===== config.mk =====
export PLATFORM = sky130hd
export DESIGN_NAME = mv_job_scheduler
export DESIGN_NICKNAME = d
export VERILOG_FILES = /design/src/rtl/mv_job_scheduler.sv
export SDC_FILE = /design/constraint.sdc
export NUM_CORES = 1
export LEC_CHECK = 0
export ABC_AREA = 0
export BUFFER_PORTS_ARGS = -buffer_cell sky130_fd_sc_hd__buf_4
export CORE_ASPECT_RATIO = 1.4
export CORE_MARGIN = 3
export CORE_UTILIZATION = 30
export CTS_CLUSTER_DIAMETER = 80
export DETAILED_ROUTE_END_ITERATION = 8
export GPL_TIMING_DRIVEN = 0
export SYNTH_ARGS = -nofsm -noshare
export SYNTH_HDL_FRONTEND = slang
export SYNTH_SLANG_ARGS = --single-unit

===== constraint.sdc =====
create_clock -name clk -period 3.52 [get_ports clk]
set_input_delay 0.352 -clock clk [delete_from_list [all_inputs] [get_ports clk]]
set_output_delay 0.352 -clock clk [all_outputs]
set_load 0.02 [all_outputs]

===== src/rtl/mv_job_scheduler.sv =====
// Job sequencer for the matrix-vector Controller: queues {width, mbase, vbase}
// jobs and launches them one at a time with a drain gap and a run watchdog.
module mv_job_scheduler #(
    parameter int QDEPTH       = 4,
    parameter int DRAIN_CYCLES = 2,
    parameter int TIMEOUT      = 4096,
    parameter int CNT_W        = 16
) (
    input  logic                      clk,
    input  logic                      rstn,
    input  logic                      cmd_valid,
    output logic                      cmd_ready,
    input  logic [8:0]                cmd_width,
    input  logic [11:0]               cmd_mbase,
    input  logic [9:0]                cmd_vbase,
    input  logic                      flush,
    input  logic                      err_clr,
    output logic                      running,
    output logic [8:0]                width,
    output logic [11:0]               mbase,
    output logic [9:0]                vbase,
    input  logic                      finish,
    output logic                      busy,
    output logic [$clog2(QDEPTH):0]   q_count,
    output logic [CNT_W-1:0]          jobs_done,
    output logic                      err_timeout,
    output logic                      err_zero,
    output logic                      done_irq
);

    localparam int PW = $clog2(QDEPTH);
    localparam int DW = (DRAIN_CYCLES > 1) ? $clog2(DRAIN_CYCLES) : 1;
    localparam int WW = (TIMEOUT > 1) ? $clog2(TIMEOUT) : 1;
    localparam logic [DW-1:0] D_LAST = DW'(DRAIN_CYCLES - 1);
    localparam logic [WW-1:0] W_LAST = WW'(TIMEOUT - 1);
    localparam logic [PW:0]   Q_FULL = (PW + 1)'(QDEPTH);

    typedef enum logic [1:0] {IDLE, RUN, DRAIN} state_t;

    state_t state, state_nx;

    logic [8:0]    q_w [QDEPTH];
    logic [11:0]   q_mb [QDEPTH];
    logic [9:0]    q_vb [QDEPTH];
    logic [PW-1:0] wr_ptr, rd_ptr;
    logic [DW-1:0] dcnt;
    logic [WW-1:0] wd;

    logic q_empty, head_zero, d_last, to_hit;
    logic push, pop, retire, irq_set, tmo_set, zero_set;

    assign q_empty   = (q_count == '0);
    assign head_zero = (q_w[rd_ptr] == 9'd0);
    assign d_last    = (dcnt == D_LAST);
    assign to_hit    = (TIMEOUT != 0) && (wd == W_LAST);
    assign cmd_ready = (q_count < Q_FULL);

    always_ff @(posedge clk or negedge rstn) begin
        if (!rstn) state <= IDLE;
        else       state <= state_nx;
    end

    always_comb begin
        state_nx = state;
        unique case (state)
            IDLE:    if (!q_empty) state_nx = head_zero ? DRAIN : RUN;
            RUN:     if (finish || to_hit) state_nx = DRAIN;
            DRAIN: begin
                if (d_last) begin
                    if (q_empty)        state_nx = IDLE;
                    else if (head_zero) state_nx = DRAIN;
                    else                state_nx = RUN;
                end
            end
            default: state_nx = IDLE;
        endcase
    end

    always_comb begin
        running  = (state == RUN);
        busy     = (state != IDLE) || !q_empty;
        push     = cmd_valid && cmd_ready && !flush;
        pop      = !q_empty && ((state == IDLE) || ((state == DRAIN) && d_last));
        zero_set = pop && head_zero;
        tmo_set  = (state == RUN) && to_hit && !finish;
        retire   = ((state == RUN) && (finish || to_hit)) || zero_set;
        irq_set  = (state == DRAIN) && d_last && q_empty;
    end

    // Payload storage needs no reset; validity is tracked by the pointers.
    always_ff @(posedge clk) begin
        if (push) begin
            q_w[wr_ptr]  <= cmd_width;
            q_mb[wr_ptr] <= cmd_mbase;
            q_vb[wr_ptr] <= cmd_vbase;
        end
    end

    always_ff @(posedge clk or negedge rstn) begin
        if (!rstn) begin
            wr_ptr  <= '0;
            rd_ptr  <= '0;
            q_count <= '0;
        end else if (flush) begin
            wr_ptr  <= '0;
            rd_ptr  <= '0;
            q_count <= '0;
        end else begin
            if (push) wr_ptr <= wr_ptr + 1'b1;
            if (pop)  rd_ptr <= rd_ptr + 1'b1;
            q_count <= q_count + (PW + 1)'(push) - (PW + 1)'(pop);
        end
    end

    always_ff @(posedge clk or negedge rstn) begin
        if (!rstn) begin
            width <= '0;
            mbase <= '0;
            vbase <= '0;
        end else if (pop) begin
            width <= q_w[rd_ptr];
            mbase <= q_mb[rd_ptr];
            vbase <= q_vb[rd_ptr];
        end
    end

    always_ff @(posedge clk or negedge rstn) begin
        if (!rstn) begin
            dcnt <= '0;
            wd   <= '0;
        end else begin
            dcnt <= ((state == DRAIN) && !d_last) ? dcnt + 1'b1 : '0;
            wd   <= ((state == RUN) && (state_nx == RUN)) ? wd + 1'b1 : '0;
        end
    end

    // Sticky flags: a set on the same edge as err_clr wins.
    always_ff @(posedge clk or negedge rstn) begin
        if (!rstn) begin
            jobs_done   <= '0;
            err_timeout <= 1'b0;
            err_zero    <= 1'b0;
            done_irq    <= 1'b0;
        end else begin
            if (retire) jobs_done <= jobs_done + 1'b1;
            err_timeout <= tmo_set || (err_timeout && !err_clr);
            err_zero    <= zero_set || (err_zero && !err_clr);
            done_irq    <= irq_set;
        end
    end

endmodule


Yosys cells after proc, flatten, opt, wreduce, memory -nomap -nowiden

Memory sizes are Yosys's and may differ from the RTL's. A register that Yosys moved wholly into a read port is not among the register bits.
Index checks and enable logic that the tools add are counted.

Register bits after elaboration: 50
Latch bits: 0
RAM bits: 124
Bits in read-only memories: 0
Output and inout port bits: 56
Memories: 3

Memory list:

| name | depth | bits a word | rd ports | clocked after memory_dff | write ports | RTL line | source |
|---|---|---|---|---|---|---|---|
| q_mb | 4     | 12          | 1        | 1                        | 1           | 43       | `logic [11:0] q_mb [QDEPTH];` |
| q_vb | 4     | 10          | 1        | 1                        | 1           | 44       | `logic [9:0] q_vb [QDEPTH];` |
| q_w  | 4     | 9           | 1        | 0                        | 1           | 42       | `logic [8:0] q_w [QDEPTH];` |

Add/subtract/negate cells: 7
Multiply operators: 0
Divide/modulo/power cells: 0
Order comparisons: 1
Eq/ne operators: 4
Shifts and indexed selects: 0
Multiplexer cells: 15
Bitwise gates (word level): 0
Reductions and logical operators: 32

Operators with widths:

| cell                                                             | number |
|---|---|
| 2-bit 2-to-1 mux                                                 | 9 |
| 16-bit by 1-bit adder with 16-bit output (second input constant) | 1 |
| 1-bit logical AND                                                | 13 |
| 12-bit by 1-bit adder with 12-bit output (second input constant) | 1 |
| 12-bit == test (second input constant)                           | 1 |
| 12-bit 2-to-1 mux                                                | 1 |
| 9-bit logical NOT                                                | 1 |
| 1-bit logical NOT                                                | 7 |
| 1-bit logical OR                                                 | 6 |
| 2-bit case mux with 3 select lines                               | 1 |
| 2-bit nonzero test                                               | 3 |
| 2-bit by 1-bit adder with 2-bit output (second input constant)   | 2 |
| 2-bit by 1-bit == test with 1-bit output (second input constant) | 2 |
| 3-bit by 1-bit adder with 3-bit output                           | 1 |
| 3-bit logical NOT                                                | 1 |
| 3-bit < comparator (second input constant)                       | 1 |
| 1-bit 2-to-1 mux                                                 | 3 |
| 3-bit 2-to-1 mux                                                 | 1 |
| 3-bit by 1-bit subtractor with 3-bit output                      | 1 |
| 2-bit == test (second input constant)                            | 1 |
| 2-bit logical NOT                                                | 1 |
| 1-bit adder (second input constant)                              | 1 |

Longest topological paths before layout

An unclocked memory read counts as a cell.

Word-level depth: 9
Gate-level depth with buffers: 9
Depth with buffers taken out: 9

Worst setup path before layout

Ideal clock, no wire load.

Path kind: reg2reg
From: register q_count[2]
To: register q_count[1]
Library setup time: 118 ps
Arrival: 2584 ps
Data required time: 3402 ps
Slack: 818 ps
Stages on the path, launching flop included: 9
Path buffers: 1
Clock period less this slack: 2702 ps
Cell sequence: dfrtp_1 > nor3_1 > nor3_1 > clkbuf_1 > ha_1 > inv_1 > ha_1 > fa_1 > nor2b_1

RTL lines:

| item                                        | RTL line | source |
|---|---|---|
| start, declared                             | 24       | `output logic [$clog2(QDEPTH):0] q_count,` |
| start signal, assigned                      | 111      | `q_count <= q_count + (PW + 1)'(push) - (PW + 1)'(pop);` |
| 3-bit logical NOT                           | 52       | `assign q_empty = (q_count == '0);` |
| 1-bit logical NOT                           | 83       | `pop = !q_empty && ((state == IDLE) \|\| ((state == DRAIN) && d_last));` |
| 1-bit logical AND                           | 83       |  |
| via pop                                     | 50       | `logic push, pop, retire, irq_set, tmo_set, zero_set;` |
| 3-bit by 1-bit subtractor with 3-bit output | 111      |  |
| 3-bit 2-to-1 mux                            | 104      | `end else if (flush) begin` |

The timed path passes the listed nets, and every way through them passes these cells.
A chain may end at the register's enable or synchronous reset.

Worst setup path in the final report

From: register rd_ptr[1]
To: register jobs_done[5]

Word-level cells in the longest chain between the ends: 4

RTL lines:

| item                   | RTL line | source |
|---|---|---|
| start, declared        | 45       | `logic [PW-1:0] wr_ptr, rd_ptr;` |
| start signal, assigned | 110      | `if (pop) rd_ptr <= rd_ptr + 1'b1;` |
| memory read 4 x 9 bit  | -        |  |
| 9-bit logical NOT      | 53       | `assign head_zero = (q_w[rd_ptr] == 9'd0);` |
| 1-bit logical AND      | 84       | `zero_set = pop && head_zero;` |
| 1-bit logical OR       | 86       | `retire = ((state == RUN) && (finish \|\| to_hit)) \|\| zero_set;` |
| end signal, assigned   | 145      | `if (retire) jobs_done <= jobs_done + 1'b1;` |
| end, declared          | 25       | `output logic [CNT_W-1:0] jobs_done,` |

Every way passes these cells.

==> impl_metrics.xml <==
<?xml version="1.0" encoding="UTF-8"?>
<metrics>
  <group name="worst_setup_path">
    <metric name="rrSetupSlack" unit="ns">0.66</metric>
    <metric name="timing.setup.critical_path_class" unit="">flop to flop</metric>
    <metric name="timing.critical_path.required" unit="ns">3.87</metric>
    <metric name="ff2ff_path_depth" unit="">8</metric>
    <metric name="critical_path.reg2reg.endpoint" unit="">jobs_done[5]</metric>
    <metric name="critical_path.reg2reg.startpoint" unit="">rd_ptr[1]</metric>
    <metric name="worst-path-max-fanout" unit="">10</metric>
    <metric name="cp-end-kind" unit="">flop</metric>
    <metric name="critical_path_arrival" unit="ns">3.22</metric>
    <metric name="worst_setup_path_start_kind" unit="">flop</metric>
  </group>
  <group name="timing">
    <metric name="timing.clock.skew" unit="ns">0.00965</metric>
    <metric name="fin_hold_ws" unit="ns">0.0964</metric>
    <metric name="timing_max_transition_violations_final" unit="">0</metric>
    <metric name="maxClockFrequency" unit="MHz">349</metric>
    <metric name="worst_slew_pin_slew" unit="ns">1.01</metric>
    <metric name="timing.final.hold_violations" unit="">0</metric>
    <metric name="finalCriticalPeriod" unit="ns">2.86</metric>
    <metric name="fin_crit_sh" unit="">0.813</metric>
    <metric name="rsz0062_at_grt" unit="">no</metric>
    <metric name="timing.final.setup_violations" unit="">0</metric>
    <metric name="worst_slew_margin_rel" unit="">0.328</metric>
  </group>
  <group name="yosys">
    <metric name="synth.cell_area" unit="um2">7640</metric>
    <metric name="ys_seq_area_frac" unit="">0.723</metric>
    <metric name="ys_seq_elements" unit="">196</metric>
    <metric name="syn_area_per_cell" unit="um2">18.3</metric>
    <metric name="synth_nets" unit="">463</metric>
    <metric name="postSynthCellCount" unit="">417</metric>
    <metric name="synth_top_area_frac" unit="">0.488</metric>
    <metric name="yosysWarnings" unit="">0</metric>
    <metric name="post-synth-top-area-cell" unit="">sky130_fd_sc_hd__edfxtp_1</metric>
    <metric name="leading_cell_types_by_count_after_synthesis" unit="">sky130_fd_sc_hd__edfxtp_1, sky130_fd_sc_hd__dfrtp_1, sky130_fd_sc_hd__mux2_2, sky130_fd_sc_hd__mux4_2, sky130_fd_sc_hd__nor2_1</metric>
    <metric name="synth-edff-count" unit="">124</metric>
    <metric name="yosys.cell_count.top_type" unit="">sky130_fd_sc_hd__edfxtp_1</metric>
    <metric name="most_instantiated_flip_flop_cell_in_the_synthesis_netlist" unit="">sky130_fd_sc_hd__edfxtp_1</metric>
    <metric name="synth_cell_types" unit="">39</metric>
    <metric name="synthArstFlopShare" unit="">0.367</metric>
    <metric name="ys_top_cells_by_area" unit="">sky130_fd_sc_hd__edfxtp_1, sky130_fd_sc_hd__dfrtp_1, sky130_fd_sc_hd__mux4_2</metric>
  </group>
  <group name="final_layout">
    <metric name="final_design_area_no_fill" unit="um2">9420</metric>
    <metric name="drive_above_1_share" unit="">0.375</metric>
    <metric name="area_growth" unit="%">23.3</metric>
    <metric name="final-seq-area" unit="um2">5530</metric>
    <metric name="filler_cell_count" unit="">2352</metric>
    <metric name="final_core_util" unit="">0.379</metric>
    <metric name="final_nets" unit="">579</metric>
    <metric name="n_antenna_cell" unit="">0</metric>
    <metric name="area_of_the_multi_input_gates" unit="um2">2000</metric>
  </group>
  <group name="floorplan">
    <metric name="std_cell_rows" unit="">68</metric>
    <metric name="floorplan.die_area" unit="um2">27400</metric>
    <metric name="core-area" unit="um2">24800</metric>
    <metric name="die_span_in_y" unit="um">195</metric>
    <metric name="die_x" unit="um">141</metric>
    <metric name="io_pins" unit="">93</metric>
    <metric name="floorplan.initialDensity" unit="">0.307</metric>
  </group>
  <group name="route">
    <metric name="vias" unit="">3935</metric>
    <metric name="detail_route.first_pass.iterations" unit="">4</metric>
    <metric name="drt_iter0_markers" unit="">158</metric>
    <metric name="drtAntennaViolNets" unit="">0</metric>
    <metric name="routedWlPerCell" unit="um">18.0</metric>
    <metric name="route.detailed.drc" unit="">0</metric>
    <metric name="drt-vias-per-instance" unit="">4.57</metric>
    <metric name="routed_wirelength" unit="um">15500</metric>
  </group>
  <group name="global_route">
    <metric name="number_of_antenna_violations_at_the_first_check_in_global_routing" unit="">0</metric>
    <metric name="grt_overflow_total" unit="">0</metric>
    <metric name="first_pass_grt_wire_length" unit="um">24700</metric>
    <metric name="grt_start_max_net_pins" unit="">73</metric>
    <metric name="number_of_global_route_vias_before_repair" unit="">4396</metric>
    <metric name="gr-usage-all-layers" unit="">0.118</metric>
  </group>
  <group name="clock_tree">
    <metric name="clkLatencyLatePin" unit="ns">0.43</metric>
    <metric name="cts_hold_repair.buffers" unit="">0</metric>
    <metric name="clkSlewWorstSetupHoldPaths" unit="ns">0.07</metric>
    <metric name="post-cts-setup-buffer-count" unit="">0</metric>
    <metric name="cts-buffers-inserted" unit="">17</metric>
    <metric name="cts-htree-levels" unit="">4</metric>
    <metric name="cts_buffer_depth" unit="">2</metric>
    <metric name="cts-resized-gates" unit="">0</metric>
    <metric name="cts_root_buffer" unit="">sky130_fd_sc_hd__clkbuf_16</metric>
    <metric name="tritoncts_clock_tree" unit="">done</metric>
    <metric name="number_of_sinks_handled_by_clock_tree_synthesis" unit="">196</metric>
  </group>
  <group name="power">
    <metric name="peak_vdd_ir" unit="uV">589</metric>
    <metric name="power_density" unit="nW/um2">764</metric>
    <metric name="power.leakage" unit="nW">3.46</metric>
  </group>
  <group name="flow_run">
    <metric name="cap_viol_max_count" unit="">0</metric>
  </group>
  <group name="min_path">
    <metric name="hp-class" unit="">input port to async pin</metric>
  </group>
  <group name="place">
    <metric name="placement.cell_area" unit="um2">8820</metric>
    <metric name="post-dp-hpwl" unit="um">10300</metric>
    <metric name="routabilityCongestion" unit="">0.717</metric>
    <metric name="port_buffers" unit="">92</metric>
  </group>
  <group name="status">
    <metric name="outcome" unit="">finished, final reports clean</metric>
  </group>
</metrics>
==> logic make-up after synthesis <==
group                      after synthesis  share of synthesized area
buffers and inverters                   24                     0.0159
muxes                                   63                      0.139
AOI/OAI and AO/OA                       13                     0.0123
DFF                                    196                      0.723
adders and majority gates                9                     0.0157
and+or+nand+nor                         84                     0.0619
xor gates and xnor gates                28                     0.0321
==> worst max-delay path, cell delays in order (launching register included) <==
cell and delay, ns:
sky130_fd_sc_hd__dfrtp_1 0.46, sky130_fd_sc_hd__clkbuf_1 0.51, sky130_fd_sc_hd__mux4_2 0.45, sky130_fd_sc_hd__nor4_2 0.18
sky130_fd_sc_hd__nand3_1 0.25, sky130_fd_sc_hd__a2bb2oi_2 0.27, sky130_fd_sc_hd__buf_6 0.20, sky130_fd_sc_hd__nor3b_1 0.28
sky130_fd_sc_hd__xor2_1 0.19
==> worst max-delay path by stage <==
stage / startpoint / endpoint / cells past startpoint
6_report: rd_ptr[1] / jobs_done[5] / 8
5_1_grt: q_count[2] / q_count[2] / 9
4_1_cts: q_count[2] / q_count[2] / 9
3_5_place_dp: q_count[2] / q_count[2] / 9
3_3_place_gp: q_count[2] / q_count[1] / 8
2_1_floorplan: q_count[2] / q_count[1] / 8
==> layer usage <==
metal | vias to the layer above | routed length, um | global-route usage
met3 | 19 | 853 | 0.0396
met2 | 79 | 8460 | 0.213
met5 | - | 0 | 0
li1 | 1816 | - | -
met4 | 0 | 264 | 0.0391
met1 | 2021 | 5950 | 0.130
==> flip-flops by register name, summed over array words and instances (netlist names) <==
name         cells
vbase           10
err_timeout      1
err_zero         1
wd              12
q_vb            40
width            9
q_w             36
done_irq         1
mbase           12
rd_ptr           2
d_last           1
q_count          3
q_mb            48
wr_ptr           2
jobs_done       16
state            2
==> power breakdown <==
part           switching (mW)  total (mW)  internal, mW  leakage (nW)
logic                    1.14        2.23          1.09          1.17
clock network           0.912        1.92          1.01         0.283
registers               0.227        3.04          2.81          2.01
==> stage by stage <==
stage | cells | power (mW) | TNS [ns] | worst slack (ns)
2_1_floorplan | 417 | 4.47 | 0 | 0.818
3_3_place_gp | 824 | 5.28 | -0.604 | -0.325
3_5_place_dp | 829 | 5.38 | 0 | 0.540
4_1_cts | 861 | 7.33 | 0 | 0.523
5_1_grt | 861 | 7.58 | 0 | 0.422
6_report | 861 | 7.19 | 0 | 0.657
==> area by class of cell <==
class | count | share of cell area
Clock inverter | 14 | 0.0174
Sequential cell | 196 | 0.587
Clock buffer | 18 | 0.0456
Buffer | 14 | 0.00890
Timing Repair Buffer | 97 | 0.0830
Inverter | 10 | 0.00399
Multi-Input combinational cell | 197 | 0.212
Tap cell | 315 | 0.0419
==> layout by cell type, fill, tap and decap left out, types with 4 or more instances in the layout <==
cell / n
sky130_fd_sc_hd__inv_1: 10
sky130_fd_sc_hd__clkbuf_1: 8
sky130_fd_sc_hd__nand2_1: 14
sky130_fd_sc_hd__edfxtp_1: 124
sky130_fd_sc_hd__ha_1: 8
sky130_fd_sc_hd__a21oi_1: 5
sky130_fd_sc_hd__nor3_1: 5
sky130_fd_sc_hd__mux4_2: 31
sky130_fd_sc_hd__and2_2: 4
sky130_fd_sc_hd__buf_12: 5
sky130_fd_sc_hd__nor2_1: 20
sky130_fd_sc_hd__and3_1: 6
sky130_fd_sc_hd__xor2_1: 19
sky130_fd_sc_hd__dfrtp_1: 72
sky130_fd_sc_hd__nand3_1: 8
sky130_fd_sc_hd__mux2_2: 32
sky130_fd_sc_hd__buf_1: 4
sky130_fd_sc_hd__buf_4: 92
sky130_fd_sc_hd__clkbuf_16: 17
sky130_fd_sc_hd__xnor2_1: 9
sky130_fd_sc_hd__nor2b_1: 7
Power figures use the tool's default switching activity.
